File: src/rtl/fma16_issue.sv
// Issue/capture stage in front of the combinational fma16 datapath: commands are queued,
// held on the fma16 inputs for FMA_LAT cycles, then the result is registered for the consumer.
module fma16_issue #(
  parameter int DEPTH   = 4,
  parameter int FMA_LAT = 1
) (
  input  logic                     clk,
  input  logic                     reset_n,
  input  logic                     in_valid,
  output logic                     in_ready,
  input  logic [15:0]              in_x,
  input  logic [15:0]              in_y,
  input  logic [15:0]              in_z,
  input  logic                     in_mul,
  input  logic                     in_add,
  input  logic                     in_negr,
  input  logic                     in_negz,
  input  logic [1:0]               in_roundmode,
  output logic [15:0]              fma_x,
  output logic [15:0]              fma_y,
  output logic [15:0]              fma_z,
  output logic                     fma_mul,
  output logic                     fma_add,
  output logic                     fma_negr,
  output logic                     fma_negz,
  output logic [1:0]               fma_roundmode,
  input  logic [15:0]              fma_result,
  output logic                     out_valid,
  input  logic                     out_ready,
  output logic [15:0]              out_result,
  output logic                     busy,
  output logic [$clog2(DEPTH):0]   count
);

  localparam int AW = $clog2(DEPTH);
  localparam int CW = $clog2(FMA_LAT + 1);
  localparam logic [AW:0]   C_FULL   = (AW+1)'(DEPTH);
  localparam logic [CW-1:0] C_SETTLE = CW'(FMA_LAT - 1);

  typedef struct packed {
    logic [15:0] x;
    logic [15:0] y;
    logic [15:0] z;
    logic        mul;
    logic        add;
    logic        negr;
    logic        negz;
    logic [1:0]  rm;
  } cmd_t;

  typedef enum logic [1:0] {S_IDLE, S_EXEC, S_DONE} state_t;

  cmd_t          r_mem [DEPTH];
  cmd_t          r_cmd;
  cmd_t          w_in_cmd;
  logic [AW-1:0] r_wptr, r_rptr;
  logic [AW:0]   r_count;
  logic [CW-1:0] r_settle;
  logic [15:0]   r_result;
  logic          r_out_valid;
  state_t        r_state, w_next;
  logic          w_push, w_pop, w_capture, w_nonempty;

  assign w_in_cmd   = {in_x, in_y, in_z, in_mul, in_add, in_negr, in_negz, in_roundmode};
  assign in_ready   = (r_count < C_FULL);
  assign w_push     = in_valid & in_ready;
  assign w_nonempty = (r_count != '0);

  // Storage needs no reset: entries are only read after being written.
  always_ff @(posedge clk) begin
    if (w_push) r_mem[r_wptr] <= w_in_cmd;
  end

  always_ff @(posedge clk or negedge reset_n) begin
    if (!reset_n) r_state <= S_IDLE;
    else          r_state <= w_next;
  end

  always_comb begin
    w_next    = r_state;
    w_pop     = 1'b0;
    w_capture = 1'b0;
    unique case (r_state)
      S_IDLE: if (w_nonempty) begin
        w_pop  = 1'b1;
        w_next = S_EXEC;
      end
      S_EXEC: if (r_settle == '0) begin
        w_capture = 1'b1;
        w_next    = S_DONE;
      end
      S_DONE: if (out_ready) begin
        w_pop  = w_nonempty;
        w_next = w_nonempty ? S_EXEC : S_IDLE;
      end
      default: w_next = S_IDLE;
    endcase
  end

  always_ff @(posedge clk or negedge reset_n) begin
    if (!reset_n) begin
      r_wptr      <= '0;
      r_rptr      <= '0;
      r_count     <= '0;
      r_cmd       <= '0;
      r_settle    <= '0;
      r_result    <= '0;
      r_out_valid <= 1'b0;
    end else begin
      if (w_push) r_wptr <= r_wptr + 1'b1;
      if (w_pop)  r_rptr <= r_rptr + 1'b1;

      unique case ({w_push, w_pop})
        2'b10:   r_count <= r_count + (AW+1)'(1);
        2'b01:   r_count <= r_count - (AW+1)'(1);
        default: r_count <= r_count;
      endcase

      // fma_* keep the last issued command until the next pop.
      if (w_pop) begin
        r_cmd    <= r_mem[r_rptr];
        r_settle <= C_SETTLE;
      end else if (r_state == S_EXEC && r_settle != '0) begin
        r_settle <= r_settle - 1'b1;
      end

      if (w_capture) begin
        r_result    <= fma_result;
        r_out_valid <= 1'b1;
      end else if (r_state == S_DONE && out_ready) begin
        r_out_valid <= 1'b0;
      end
    end
  end

  assign fma_x         = r_cmd.x;
  assign fma_y         = r_cmd.y;
  assign fma_z         = r_cmd.z;
  assign fma_mul       = r_cmd.mul;
  assign fma_add       = r_cmd.add;
  assign fma_negr      = r_cmd.negr;
  assign fma_negz      = r_cmd.negz;
  assign fma_roundmode = r_cmd.rm;
  assign out_valid     = r_out_valid;
  assign out_result    = r_result;
  assign busy          = (r_state != S_IDLE);
  assign count         = r_count;

endmodule
File: config.mk
export PLATFORM = sky130hd
export DESIGN_NAME = fma16_issue
export DESIGN_NICKNAME = d
export VERILOG_FILES = /design/src/rtl/fma16_issue.sv
export SDC_FILE = /design/constraint.sdc
export NUM_CORES = 1
export LEC_CHECK = 0
export CAP_MARGIN = 25
export CORE_MARGIN = 3
export CORE_UTILIZATION = 59
export DETAILED_ROUTE_END_ITERATION = 10
export PLACE_DENSITY = 0.85
export SLEW_MARGIN = 20
export SYNTH_ARGS = -nofsm -noshare
export SYNTH_HDL_FRONTEND = slang
export SYNTH_SLANG_ARGS = --single-unit
File: constraint.sdc
create_clock -name clk -period 7.05 [get_ports clk]
set_input_delay 1.0575 -clock clk [delete_from_list [all_inputs] [get_ports clk]]
set_output_delay 1.0575 -clock clk [all_outputs]
set_load 0.03 [all_outputs]
# Word level (Yosys, flattened, before mapping)
# Memory sizes are Yosys's and may differ from the RTL's. A register that Yosys moved wholly into a read port is not among the register bits.
# Cells that the tools add are included.
[word_totals] ram_bits=216 elab_cells=49 ff_bits=27 out_inout_bits=76 n_memories=1 input_bits=74
[mem_list] name="r_mem" words=4 word_bits=54 read_ports=1 rd_clocked_by_memory_dff=1 write_ports=1 line="53" rtl="cmd_t r_mem [DEPTH];"
[op_classes] magnitude_cmp=1 n_bitwise=1 muxes=17 add_sub_neg=5 n_eq_ne=7 n_reduce_logical=10
[ops] cell="2-to-1 mux 1 bit" n=11
[ops] cell="nonzero test 2 bit" n=4
[ops] cell="2-to-1 mux 2 bit" n=3
[ops] cell="inequality test 2 bit, second input constant" n=3
[ops] cell="case mux 2 bit (3 select lines)" n=1
[ops] cell="case mux 3 bit (2 select lines)" n=1
[ops] cell="adder 2 x 1 -> 2 bit, second input constant" n=2
[ops] cell="equality test 2 x 1 -> 1 bit, second input constant" n=2
[ops] cell="equality test 2 bit, second input constant" n=2
[ops] cell="adder 3 x 1 -> 3 bit, second input constant" n=1
[ops] cell="< comparator 3 bit, second input constant" n=1
[ops] cell="AND reduction 3 bit" n=1
[ops] cell="nonzero test 3 bit" n=1
[ops] cell="subtractor 3 x 1 -> 3 bit, second input constant" n=1
[ops] cell="logical AND 1 bit" n=2
[ops] cell="logical NOT 2 bit" n=1
[ops] cell="case mux 1 bit (2 select lines)" n=1
[ops] cell="AND 1 bit" n=1
[ops] cell="logical NOT 1 bit" n=1
[ops] cell="subtractor 1 bit, second input constant" n=1

# Logic depth before layout (Yosys ltp)
[logic_depth] word_depth=5 ltp_mapped=9 mapped_depth_nobuf=8

# Worst setup path after synthesis
# No wires, ideal clock.
[synth_timing] path_type="in2reg" startpoint="in in_valid" endpoint="mem r_mem[0][0] (netlist name) (enable)" slack_ns=3.921 required_ns=6.633 arrival_ns=2.712 stages=3 path_buffers=1 setup_ns=0.417 cell_sequence="nor2b_1 -> clkbuf_1 -> and2_1"
[synth_via] elab_chain_len=3
[synth_rtl] element="from (decl)" line="9" rtl="input logic in_valid,"
[synth_rtl] element="AND 1 bit" line="66" rtl="assign w_push = in_valid & in_ready;"
[synth_rtl] element="2-to-1 mux 1 bit" line="71" rtl="if (w_push) r_mem[r_wptr] <= w_in_cmd;"
[synth_rtl] element="2-to-1 mux 1 bit (implied by the code)" line="71"
[synth_rtl] element="to (decl)" line="53"
# No other way between the ends.

# Final worst setup path
[layout_timing] startpoint="in out_ready" endpoint="reg r_count[2], in the netlist count[2]"
[layout_via] elab_chain_len=4 elab_cells_between_ends=6 cone_classes="eq/ne: 2; mux: 3; reduce/logical: 1"
[layout_rtl] element="from (decl)" line="29" rtl="input logic out_ready,"
[layout_rtl] element="2-to-1 mux 1 bit *" line="92" rtl="S_DONE: if (out_ready) begin"
[layout_rtl] element="case mux 1 bit (2 select lines) *" line="83" rtl="unique case (r_state)"
[layout_rtl] element="equality test 2 x 1 -> 1 bit or equality test 2 bit (tied branches)" line="113" rtl="unique case ({w_push, w_pop})"
[layout_rtl] element="case mux 3 bit (2 select lines) or nonzero test 2 bit (tied branches)"
[layout_rtl] element="to (signal assigned)" line="114" rtl="2'b10: r_count <= r_count + (AW+1)'(1);"
[layout_rtl] element="to (signal assigned)" line="115" rtl="2'b01: r_count <= r_count - (AW+1)'(1);"
[layout_rtl] element="to (signal assigned)" line="116" rtl="default: r_count <= r_count;"
[layout_rtl] element="to (decl)" line="57" rtl="logic [AW:0] r_count;"
# Mark *: on every way between the ends. The rest lies on a longest branch, timed or not.
# A chain may end at the register's enable or synchronous reset.

==> summary.txt <==
Logic synthesis
  • Distinct cell type count after synthesis: 28
  • Async SR Flop Fraction: 27.27%
  • Post-synth top area share: 59.12%
  • Synth area leader: edfxtp_1
  • Syn Area/Cell: 22.58 um2
  • Synthesized flop and latch total: 297
  • YS warnings: 0
  • Mapped Area: ~11000 um2
  • Number of synthesized flops with an enable pin: 216
  • Most used DFF post-synth: edfxtp_1
  • Seq/Total Area, Yosys: 77.59%
  • Main area contributors after synthesis: edfxtp_1 (59%), dfrtp_1 (18%), mux4_2 (11%), mux2_2 (7.3%), ha_1 (0.57%)
  • Post-Syn Instances: 486
  • Post-synthesis net count: 566

Timing
  • Max Clock Freq: 307.7 MHz
  • Sum Neg Setup Slack: 0 ns
  • Tmin final: 3.250 ns
  • RSZ-0062 raised after global routing: no
  • Final Hold Fails: 0
  • Period utilization: 46.09%
  • Final setup fails: 0
  • Worst slew margin: 44.90%
  • Worst hold slack: 0.4674 ns
  • Pins over their slew limit: 0
  • Skew final: 0.01378 ns
  • Worst Max-Slew Pin Slew: around 0.83 ns

Global route
  • Gr usage total: between 20% and 30%
  • Pin count of the biggest net entering global routing: between 50 and 60
  • First-pass GRT wire length: ~33000 um
  • Vias in the first global route: 5670
  • GR Layer Usage met1: 29.36%
  • Initial antenna violation count: 1
  • Met3 Track Usage GR: approximately 4.4%
  • GRT busiest layer: met2
  • Met2 track demand over resource: around a third
  • Remaining global-route overflow: 0

Detailed routing
  • Antenna viol nets, final: 0
  • Drt drc: 0
  • DRT Pass-1 Iters: 5
  • Vias/cell: 5.709
  • Wirelength per Cell: 22.86 um
  • DR vias: 5172
  • Initial DRC Count: 325
  • Drt total wl: 20710 um

Clock network
  • CTS H-Tree Depth: 1
  • CTS tree: done
  • Post-CTS Setup Bufs: 0
  • Hold-fix buffers, CTS: 0
  • Worst-path clk slew: approximately 0.06 ns
  • Post-cts resize count: 0
  • Clock buffer count from CTS: 29
  • Clock tree buffer depth: 3
  • Clock Sinks: 297
  • Latest clock arrival within the worst-skew pair: 0.53 ns
  • CTS root buffer: clkbuf_16

Floorplan
  • Die X: 142.4 um
  • Core box area: around 18000 um2
  • Die area: roughly 20000 um2
  • IO Count: 150
  • Num rows: 49
  • Starting Density: 60.66%
  • Die H: 142.4 um

Power and ir drop
  • P per Cell Area: 466.2 nW/um2
  • Logic pwr share: 35.5%
  • Clock share of power: 24.5%
  • Peak VDD IR: 0.3237 mV
  • Sw Share: 31.18%
  • Seq pwr share: around two fifths
  • Net switching power: 0.001993 W
  • Internal power: 0.004398 W
  • Lkg Pwr: just under 5 nW

Critical path
  • Max incr delay on CP: 0.66 ns
  • Arr. time, crit path: between 3 and 4 ns
  • Slowest CP cell: buf_4
  • CP Buf/Inv Count: 3
  • Crit. End Element: register
  • Required time worst endpoint: 7.46 ns
  • Crit start category: primary input
  • CP delay by family, top: buffers and inverters
  • Critical path class: in2reg
  • CP max FO: 58
  • Cell Chain, Critical Path: clkdlybuf4s50_1 > and2b_1 > nor3_4 > buf_4 > ha_1 > inv_1 > fa_1 > xor2_1 > nor2_1 > xnor2_1

Final layout
  • Final instance area: between 10000 and 15000 um2
  • Share of cells above drive strength 1: 28.06%
  • N_diodes: 0
  • Area grow syn2layout: 24.94%
  • Final net count: 734
  • Fill cells: between 900 and 1000

Place
  • PortBufs: 149
  • Area of placed instances: around 13000 um2
  • Placer Congestion: 0.7544
  • Dpl hpwl: 12500 um

Job
  • Max cap viols: 0

Worst hold path
  • Min-Delay Path Class: in2async

Status
  • Status: completed
-- through the flow --
stage          util [%]  setup slack (ns)  cells  power [W]
2_1_floorplan         -             3.921    486   0.004072
3_3_place_gp      70.12             3.291    851   0.004762
3_5_place_dp      70.27             3.226    852   0.004879
4_1_cts           75.79             3.772    906   0.006469
5_1_grt           75.79             3.613    906   0.006685
6_report          75.79             3.800    906   0.006391
-- path summary, 6_finish.rpt --
| kind | start | to | slack, ns | cells past startpoint |
|---|---|---|---|---|
| min reg2reg | fma_y[13]$_DFFE_PN0P_ | fma_y[13]$_DFFE_PN0P_ | 0.50 | 1 |
| max in group asynchronous | reset_n | r_rptr[0]$_DFFE_PN0P_ | 5.53 | 2 |
| min | reset_n | fma_mul$_DFFE_PN0P_ | 0.47 | 1 |
| max reg2reg | r_state[1]$_DFFE_PN0P_ | count[2]$_DFFE_PN0P_ | 4.42 | 9 |
| min in group clk | fma_y[13]$_DFFE_PN0P_ | fma_y[13]$_DFFE_PN0P_ | 0.50 | 1 |
| max | out_ready | count[2]$_DFFE_PN0P_ | 3.80 | 10 |
-- registers in the layout, indices dropped and copies added, names as in the netlist, 2 cells and up --
register,cells
fma_x,16
r_state,2
fma_roundmode,2
r_mem,216
fma_z,16
out_result,16
count,3
r_rptr,2
fma_y,16
r_wptr,2
-- synthesized netlist by cell type (4+ instances only) --
cell	instances
edfxtp_1	216
dfrtp_1	81
mux2_2	71
mux4_2	54
inv_1	8
buf_2	5
buf_6	5
clkbuf_1	5
ha_1	5
nor2_1	5
and2_1	4
buf_4	4
-- layer usage --
layer | share of wire [%] | up-vias
li1 | - | 2273
met1 | 39 | 2646
met2 | 51 | 222
met3 | 7.8 | 29
met4 | 1.7 | 2
met5 | 0.063 | -
-- layout by cell type, fill, tap and decap left out, types with 3 or more instances in the layout --
cell             netlist  routed
and2_2                 0       4
buf_4                  4       8
mux2_2                71      71
xnor2_1                3       3
bufinv_16              0       3
clkbuf_16              0      30
mux4_2                54      54
ha_1                   5       5
clkdlybuf4s50_1        0     148
nand2_1                3       3
nor2_1                 5       5
dfrtp_1               81      79
edfxtp_1             216     216
inv_1                  8       8
clkinv_2               0       4
clkbuf_1               5       6
clkbuf_8               0       6
xor2_1                 3       3
-- power groups by stage --
stage	Sequential (W)	Clock [W]	Combinational [W]
2_1_floorplan	0.00294	0	0.00114
3_3_place_gp	0.00260	0	0.00216
3_5_place_dp	0.00259	0	0.00229
4_1_cts	0.00257	0.00159	0.00231
5_1_grt	0.00261	0.00166	0.00242
6_report	0.00256	0.00156	0.00227
-- worst register-to-register path, cell delays in order (launching register included) --
cell and delay [ns]:
dfrtp_1 0.40, and2b_1 0.22, nor3_4 0.12, buf_4 0.66, ha_1 0.32, inv_1 0.06, fa_1 0.37, xor2_1 0.18
nor2_1 0.07, xnor2_1 0.12
-- final cells by class --
type	count	area (um2)	share of cell area, %
clock buffer	43	863.3	6.298
multi-input combinational	161	2306	16.82
tap	229	286.5	2.090
sequential	297	8518	62.14
clock inverter	11	135.1	0.9858
timing repair buffer	157	1569	11.45
inverter	8	30.03	0.2191
-- cell families after synthesis --
logic type | after synthesis | synth area share [%]
flops | 297 | 77.59
simple gates | 20 | 1.061
xor+xnor | 6 | 0.4790
fa+ha+maj | 6 | 0.7527
compound gates | 3 | 0.1596
mux | 126 | 18.46
buf+inv | 28 | 1.494
(Power assumes the default switching activity.)
==> patch (same flow settings) <==
The parameter `DEPTH` goes from 4 to 2.
--- a/src/rtl/fma16_issue.sv
+++ b/src/rtl/fma16_issue.sv
@@ -2,5 +2,5 @@
 // held on the fma16 inputs for FMA_LAT cycles, then the result is registered for the consumer.
 module fma16_issue #(
-  parameter int DEPTH   = 4,
+  parameter int DEPTH   = 2,
   parameter int FMA_LAT = 1
 ) (
Ports: changed (resized count); port bits go from 150 to 149. The function was not compared with the original's and may differ.
==> patch against the unedited design <==
- via count shrank 30%
- critical endpoint is now fma_x[0]
- clock power shrank 41%
- total power shrank 29%
- cell area shrank 33%
- register-to-register slack gained 0.12 ns
- utilization grew 3.8 points
- wire length shrank 33%
- sequential cell count shrank 111
- highest routed layer is now met4
- first-iteration DRC count shrank 28%
- worst setup slack gained 0.084 ns
- area after synthesis shrank 37%
- clock skew shrank 0.0078 ns
- sequential share of layout area shrank 5.2 points
==> patch: results (changes against the unedited design) <==
Vias in the first global route = 4000 (-29%)
Synth Area in Compound Gates = 0.00180 (+0.000202)
Clk Latency, worst-skew pair = 0.43 ns (-0.10 ns)
EDFF count, synth = 108 (-50%)
Mux share of post-synthesis cell area = 0.213 (+0.0285)
R2R depth = 4 (-5)
R2r setup slk = 4.54 ns (+0.12 ns)
Syn nets = 425 (-25%)
Top cells by count, synth = 108 x edfxtp_1, 105 x mux2_2, 78 x dfrtp_1, 20 x mux2_4, 7 x nor2_1
Worst Hold Class = flip-flop to flip-flop
Grt met3 use = 0.0634 (+0.0191)
Adder-cell share of the synthesized area = 0.00180 (-0.00573)
Input/output buffers = 148 (-0.67%)
M1 GR Usage = 0.274 (-0.0197)
Met2 Usage GRT = 0.371 (+0.0260)
Placed cell areas = 0.00855 sq mm (-33%)
Setup Slack @ Placement = 3.43 ns (+0.207 ns)
Post-synth ARST share = 0.419 (+0.147)
Share of cells above drive strength 1 = 0.322 (+0.0418)
Max-slew headroom = 0.438 (-0.0113)
All-Layer GR Usage = 0.223 (+0.0144)
HPWL Detailed = 8280 um (-34%)
Post-synthesis xor/xnor area fraction = 0.00629 (+0.00151)
Fillers = 633 (-34%)
Htree depth = 4 (+3)
Initial DRC Count = 234 (-28%)
Status = finished, final reports clean
Clock Path Buffers = 2 (-1)
Worst-path maximum fanout = 42 (-28%)
Critical path endpoint = fma_x[0]
Cts bufs inserted = 17 (-41%)
First-pass GRT wire length = 21400 um (-34%)
-- patch: cell types whose count changed in the layout (fill, tap and decap cells not counted), moves of 5 or more --
cell	before	now
clkbuf_1	6	1
mux2_4	0	20
clkbuf_8	6	0
clkbuf_16	30	17
mux4_2	54	0
inv_1	8	2
mux2_2	71	105
edfxtp_1	216	108
-- patch: final cells by class --
| type | instances | area, sq um | area share |
|---|---|---|---|
| Sequential cell | 186 | 5200 | 0.570 |
| Multi-Input combinational cell | 149 | 1660 | 0.182 |
| Timing Repair Buffer | 152 | 1510 | 0.166 |
| Clock buffer | 18 | 429 | 0.0470 |
| Tap cell | 143 | 179 | 0.0196 |
| Clock inverter | 14 | 140 | 0.0154 |
| Inverter | 2 | 7.51 | 0.000823 |
-- patch: through the flow --
step / hold WS [ns] / utilization / cells
after global routing: 0.526 / 0.796 / 664
after floorplan: 0.461 / - / 350
after CTS: 0.510 / 0.795 / 664
final: 0.508 / 0.796 / 664
after global placement: 0.489 / 0.746 / 632
after detailed placement: 0.495 / 0.746 / 632
-- patch: worst register-to-register path: cells and delay by family (launching register included) --
kind / cells / cell delay, ns
simple gates: 2 / 0.84
buf+inv: 1 / 0.67
flops: 1 / 0.41
mux: 1 / 0.48
-- patch: power breakdown --
part / internal [W] / leakage [nW] / switching [W]
sequential: 0.00153 / 1.91 / 0.000206
clock: 0.000496 / 0.274 / 0.000422
combinational: 0.000949 / 1.24 / 0.000963
total: 0.00297 / 3.42 / 0.00159
-- patch: kinds of logic (layout without fill, tap and decap cells) --
group,after synthesis,count (layout)
simple gates,16,16
buf+inv,15,186
fa+ha+maj,1,1
flops,186,186
xor+xnor,5,5
compound gates,2,2
mux,125,125
-- patch: per-layer routing --
layer	vias to the layer above	routed length, um
li1	1617	-
met1	1834	5370
met2	129	7380
met3	25	740
met4	0	361
met5	-	0
